$ cat config.mk
export PLATFORM = sky130hd
export DESIGN_NAME = pipe_hazard_ctrl
export DESIGN_NICKNAME = d
export VERILOG_FILES = /design/src/rtl/rv32_pkg.sv /design/src/rtl/rv_opclass.sv /design/src/rtl/pipe_hazard_ctrl.sv
export SDC_FILE = /design/constraint.sdc
export NUM_CORES = 1
export LEC_CHECK = 0
export ABC_AREA = 0
export ABC_CLOCK_PERIOD_IN_PS = 5700
export BUFFER_PORTS_ARGS = -buffer_cell sky130_fd_sc_hd__buf_2
export CAP_MARGIN = 20
export CORE_MARGIN = 10
export CORE_UTILIZATION = 56
export DETAILED_ROUTE_END_ITERATION = 8
export GPL_TIMING_DRIVEN = 0
export PLACE_DENSITY_LB_ADDON = 0.3
export SLEW_MARGIN = 15
export SYNTH_ARGS = -nofsm -noshare
export SYNTH_HDL_FRONTEND = slang
export SYNTH_SLANG_ARGS = --single-unit
$ cat constraint.sdc
create_clock -name clk -period 5.7 [get_ports clk]
set_input_delay 0.57 -clock clk [delete_from_list [all_inputs] [get_ports clk]]
set_output_delay 0.57 -clock clk [all_outputs]
set_load 0.05 [all_outputs]
$ cat src/rtl/rv32_pkg.sv
// Shared RV32 pipeline definitions: opcode[6:2] classes, forwarding encodings
// and the hazard scoreboard slot type.
package rv32_pkg;
  localparam logic [4:0] OP_LOAD   = 5'b00000;
  localparam logic [4:0] OP_IMM    = 5'b00100;
  localparam logic [4:0] OP_AUIPC  = 5'b00101;
  localparam logic [4:0] OP_STORE  = 5'b01000;
  localparam logic [4:0] OP_R      = 5'b01100;
  localparam logic [4:0] OP_LUI    = 5'b01101;
  localparam logic [4:0] OP_BRANCH = 5'b11000;
  localparam logic [4:0] OP_JALR   = 5'b11001;
  localparam logic [4:0] OP_JAL    = 5'b11011;

  localparam logic [1:0] FWD_REG = 2'b00;
  localparam logic [1:0] FWD_EXM = 2'b10;
  localparam logic [1:0] FWD_MWB = 2'b11;

  typedef struct packed {
    logic       valid;
    logic       wr;
    logic       load;
    logic [4:0] rd;
  } sb_slot_t;

  // x0 is never a real producer, so it never matches.
  function automatic logic slot_match(input sb_slot_t s, input logic [4:0] src);
    return s.valid && s.wr && (s.rd != 5'd0) && (s.rd == src);
  endfunction
endpackage

$ cat src/rtl/rv_opclass.sv
// Opcode[6:2] classifier: which register fields an instruction reads/writes.
module rv_opclass
  import rv32_pkg::*;
(
  input  logic [4:0] opcode_i,
  output logic       uses_rs1_o,
  output logic       uses_rs2_o,
  output logic       writes_rd_o,
  output logic       is_load_o
);
  always_comb begin
    uses_rs1_o  = 1'b0;
    uses_rs2_o  = 1'b0;
    writes_rd_o = 1'b0;
    is_load_o   = 1'b0;
    case (opcode_i)
      OP_R:      begin uses_rs1_o = 1'b1; uses_rs2_o = 1'b1; writes_rd_o = 1'b1; end
      OP_IMM:    begin uses_rs1_o = 1'b1; writes_rd_o = 1'b1; end
      OP_LOAD:   begin uses_rs1_o = 1'b1; writes_rd_o = 1'b1; is_load_o = 1'b1; end
      OP_STORE:  begin uses_rs1_o = 1'b1; uses_rs2_o = 1'b1; end
      OP_BRANCH: begin uses_rs1_o = 1'b1; uses_rs2_o = 1'b1; end
      OP_JALR:   begin uses_rs1_o = 1'b1; writes_rd_o = 1'b1; end
      OP_JAL, OP_LUI, OP_AUIPC: writes_rd_o = 1'b1;
      default: ;
    endcase
  end
endmodule

$ cat src/rtl/pipe_hazard_ctrl.sv
// 5-stage RV32 hazard controller: E/M rd scoreboard, registered forwarding
// selects, stall/flush/bubble controls and saturating event counters.
module pipe_hazard_ctrl
  import rv32_pkg::*;
#(
  parameter int CNT_W = 16
) (
  input  logic             clk,
  input  logic             rst_n,
  input  logic [31:0]      instr_d,
  input  logic             valid_d,
  input  logic             branch_taken_e,
  input  logic             dmem_wait,
  output logic             stall_f,
  output logic             stall_d,
  output logic             flush_d,
  output logic             bubble_e,
  output logic [1:0]       fwd_rs1_e,
  output logic [1:0]       fwd_rs2_e,
  output logic [CNT_W-1:0] stall_cnt,
  output logic [CNT_W-1:0] flush_cnt
);
  logic       uses_rs1, uses_rs2, writes_rd, is_load;
  logic       use1, use2, load_use;
  logic [4:0] rs1, rs2, rd;
  logic [1:0] fwd1_d, fwd2_d;
  sb_slot_t   e_q, e_d, m_q;
  logic [1:0] fwd1_q, fwd2_q;
  logic [CNT_W-1:0] stall_cnt_q, flush_cnt_q;

  rv_opclass u_cls (
    .opcode_i   (instr_d[6:2]),
    .uses_rs1_o (uses_rs1),
    .uses_rs2_o (uses_rs2),
    .writes_rd_o(writes_rd),
    .is_load_o  (is_load)
  );

  assign rs1  = instr_d[19:15];
  assign rs2  = instr_d[24:20];
  assign rd   = instr_d[11:7];
  assign use1 = valid_d && uses_rs1;
  assign use2 = valid_d && uses_rs2;

  // E slot holds the newer write, so it takes precedence over M.
  function automatic logic [1:0] fwd_sel(input logic used, input sb_slot_t e,
                                         input sb_slot_t m, input logic [4:0] src);
    if (!used)                return FWD_REG;
    else if (slot_match(e, src)) return FWD_EXM;
    else if (slot_match(m, src)) return FWD_MWB;
    else                      return FWD_REG;
  endfunction

  assign fwd1_d   = fwd_sel(use1, e_q, m_q, rs1);
  assign fwd2_d   = fwd_sel(use2, e_q, m_q, rs2);
  assign load_use = e_q.load && ((use1 && slot_match(e_q, rs1)) ||
                                 (use2 && slot_match(e_q, rs2)));

  always_comb begin
    stall_f  = 1'b0;
    stall_d  = 1'b0;
    flush_d  = 1'b0;
    bubble_e = 1'b0;
    if (!rst_n) begin
    end else if (dmem_wait) begin
      stall_f = 1'b1;
      stall_d = 1'b1;
    end else if (branch_taken_e) begin
      flush_d  = 1'b1;
      bubble_e = 1'b1;
    end else if (load_use) begin
      stall_f  = 1'b1;
      stall_d  = 1'b1;
      bubble_e = 1'b1;
    end
  end

  always_comb begin
    e_d = '0;
    if (!bubble_e && valid_d) begin
      e_d.valid = 1'b1;
      e_d.wr    = writes_rd;
      e_d.load  = is_load;
      e_d.rd    = rd;
    end
  end

  always_ff @(posedge clk or negedge rst_n) begin
    if (!rst_n) begin
      e_q         <= '0;
      m_q         <= '0;
      fwd1_q      <= FWD_REG;
      fwd2_q      <= FWD_REG;
      stall_cnt_q <= '0;
      flush_cnt_q <= '0;
    end else if (!dmem_wait) begin
      m_q    <= e_q;
      e_q    <= e_d;
      fwd1_q <= e_d.valid ? fwd1_d : FWD_REG;
      fwd2_q <= e_d.valid ? fwd2_d : FWD_REG;
      if (branch_taken_e && (flush_cnt_q != '1))
        flush_cnt_q <= flush_cnt_q + {{(CNT_W-1){1'b0}}, 1'b1};
      if (!branch_taken_e && load_use && (stall_cnt_q != '1))
        stall_cnt_q <= stall_cnt_q + {{(CNT_W-1){1'b0}}, 1'b1};
    end
  end

  assign fwd_rs1_e = fwd1_q;
  assign fwd_rs2_e = fwd2_q;
  assign stall_cnt = stall_cnt_q;
  assign flush_cnt = flush_cnt_q;
endmodule

==> results.yml <==
power_and_ir_drop:
  internal_power_mw: 0.564
  sw_frac_of_total_pct: 33.6
  netSwitchingPower_mw: 0.285
  p_leak_nw: 1.53
  power_frac_seq_pct: 50.2
  clockPowerShare_pct: 26.9
  ir_worst_vdd_v: 0.000195
  power_mw: 0.849
  p_comb_share_pct: 22.9
  p_per_area_mw_per_mm2: 269
setup_path:
  rr_endpoint: "stall_cnt[10]"
  crit_fanout: 10
  r2r_start: "e_q[3]"
  crit_arrival_ns: 2.63
  crit_required_ns: 5.13
  endpoint_kind: "output pin"
  path_class: "flip-flop to output pin"
  rrSetupSlack_ns: 3.33
  cp-start-kind: "flip-flop"
  r2r_cells: 7
sta:
  hold_viol: 0
  setup_ws_ns: 2.50
  finalMaxSlewViolations: 0
  period_share_pct: 56.1
  setup_violations: 0
  worst_slew_pin_slew_ns: 0.589
  clock_skew_ns: 0.00574
  finalCriticalPeriod_ns: 3.20
  max_freq_mhz: 313
  relSlewSlack_pct: 60.7
  setup-tns-final_ns: 0
  rsz0062_at_grt: "false"
min_path:
  holdCritPathClass: "input port to asynchronous set/reset pin"
clock_network:
  insertion_delay_ns: 0.30
  clock_sinks: 51
  cts_buffer_depth: 2
  cts_tree: "built"
  clk_pin_slew_ns: 0.09
  postCtsSetupBuffers: 0
  clockRootBuffer: "clkbuf_8"
  cts-htree-levels: 2
  cts_resized: 0
  numCtsBuffers: 5
  cts_hold_buf: 0
floorplanning:
  coreArea_mm2: 0.00447
  rows: 24
  die_area_mm2: 0.00787
  ios: 77
  start_util_pct: 59.1
  die_w_um: 88.7
  die_h_um: 88.7
status:
  status: "completed"
synthesis:
  synth_warnings: 0
  yosys-top-cells-area: "dfrtp_1 (48%), xnor2_1 (10%), xor2_1 (6.3%)"
  syn_inst: 248
  avgSynthCellArea_um2: 10.7
  synth_seq_cells: 51
  synth_ff_type: "dfrtp_1"
  yosysTopAreaCell: "dfrtp_1"
  synth.most_common_cell: "dfrtp_1"
  synth-edff-count: 0
  synth.distinct_cells: 43
  synth_seq_area_share_pct: 48.2
  synthesis.nets: 287
  synth_top_area_share_pct: 48.2
  ys_top_cells_by_count: "dfrtp_1 (51), xnor2_1 (31), nand2_1 (27)"
  netlist_area_mm2: 0.00265
  synth_async_sr_flop_share_pct: 100
drt:
  drt-total-wl_mm: 6.24
  drc: 0
  drt-vias-per-instance: 5.63
  via_count: 2101
  drtIter0Drc: 85
  drt_first_pass_iters: 4
  wl_per_cell_um: 16.7
  postRouteAntennaNets: 0
layout:
  syn_to_final_growth_pct: 19.1
  post-route-util_pct: 70.4
  nNetsFinal: 359
  antenna_cells: 0
  drive_above_1_share_pct: 28.3
grt:
  grt_pass1_wl_mm: 10.4
  overflow: 0
  grt_use_total_pct: 16.6
  grt_max_degree: 33
  grt_antenna_before_repair: 0
  grt_pass1_vias: 2156
place:
  dp_slack_ns: 2.65
  port_buffers: 64
  hpwl_mm: 4.85
  gp_congestion: 0.821
run:
  max-cap-violations: 0
## cells in the final DEF (no fill, tap or decap), types with 6 or more instances in the layout
cell,n
xor2_1,19
nor3_1,8
nand4_1,8
nand2_1,27
dfrtp_1,51
mux2_2,9
clkbuf_8,7
nor2_1,10
nand3_1,17
nor4_1,7
xnor2_1,31
and3_1,6
buf_2,65
## registers in the layout (all words and copies together) (netlist names)
name and count:
fwd_rs2_e 2, e_q 8, stall_cnt 16, m_q 7, flush_cnt 16, fwd_rs1_e 2
## worst max-delay path by stage
stage	start	end	slack (ns)
floorplan	instr_d[4]	stall_f	1.93
global placement	instr_d[4]	stall_f	2.68
detailed placement	instr_d[4]	stall_f	2.65
CTS	e_q[3]	stall_f	2.49
global route	e_q[0]	stall_f	2.29
finish	e_q[3]	stall_f	2.50
## stage by stage
step	instance area (µm²)	cells	hold WS [ns]
2_1_floorplan	2650	248	0.274
3_3_place_gp	3030	364	0.456
3_5_place_dp	3050	365	0.468
4_1_cts	3150	373	0.272
5_1_grt	3150	373	0.282
6_report	3150	373	0.256
## critical path, stage by stage (launching register included)
cell      delay [ns]
dfrtp_1         0.46
xnor2_1         0.18
nand3_1         0.18
nor4_1          0.49
o211ai_1        0.19
buf_2           0.21
a21boi_0        0.23
buf_4           0.14
buf_2           0.25
## metal layers
layer	routed length, µm	global-route usage (%)	vias up
met5	0	0	-
met4	99	6.31	0
met3	401	4.32	8
met2	3040	27.3	58
met1	2700	20.3	1005
li1	-	-	1030
## cells by family after synthesis
logic type	count (synthesis)	share of synthesized area, %
AND/OR/NAND/NOR	97	19.2
buffers and inverters	12	1.89
flip-flops	51	48.2
adder cells (fa/ha/maj)	2	0.946
AO/OA/AOI/OAI	27	9.32
XOR/XNOR	50	16.6
multiplexers	9	3.83
## power groups by stage
stage / Sequential, mW / Clock [mW] / Combinational (mW)
after CTS: 0.426 / 0.231 / 0.197
after floorplan: 0.497 / 0 / 0.0692
after global routing: 0.433 / 0.248 / 0.208
after detailed placement: 0.433 / 0 / 0.196
final: 0.426 / 0.228 / 0.194
after global placement: 0.432 / 0 / 0.191
## layout make-up
| cell class | count | area, µm² |
|---|---|---|
| Timing Repair Buffer | 65 | 340 |
| Tap cell | 52 | 65.1 |
| Inverter | 5 | 18.8 |
| Multi-Input combinational cell | 185 | 1320 |
| Buffer | 7 | 31.3 |
| Sequential cell | 51 | 1280 |
| Clock buffer | 8 | 100 |
| Fill cell | 369 | 1320 |
No activity file was read; power rests on OpenSTA's default activity.
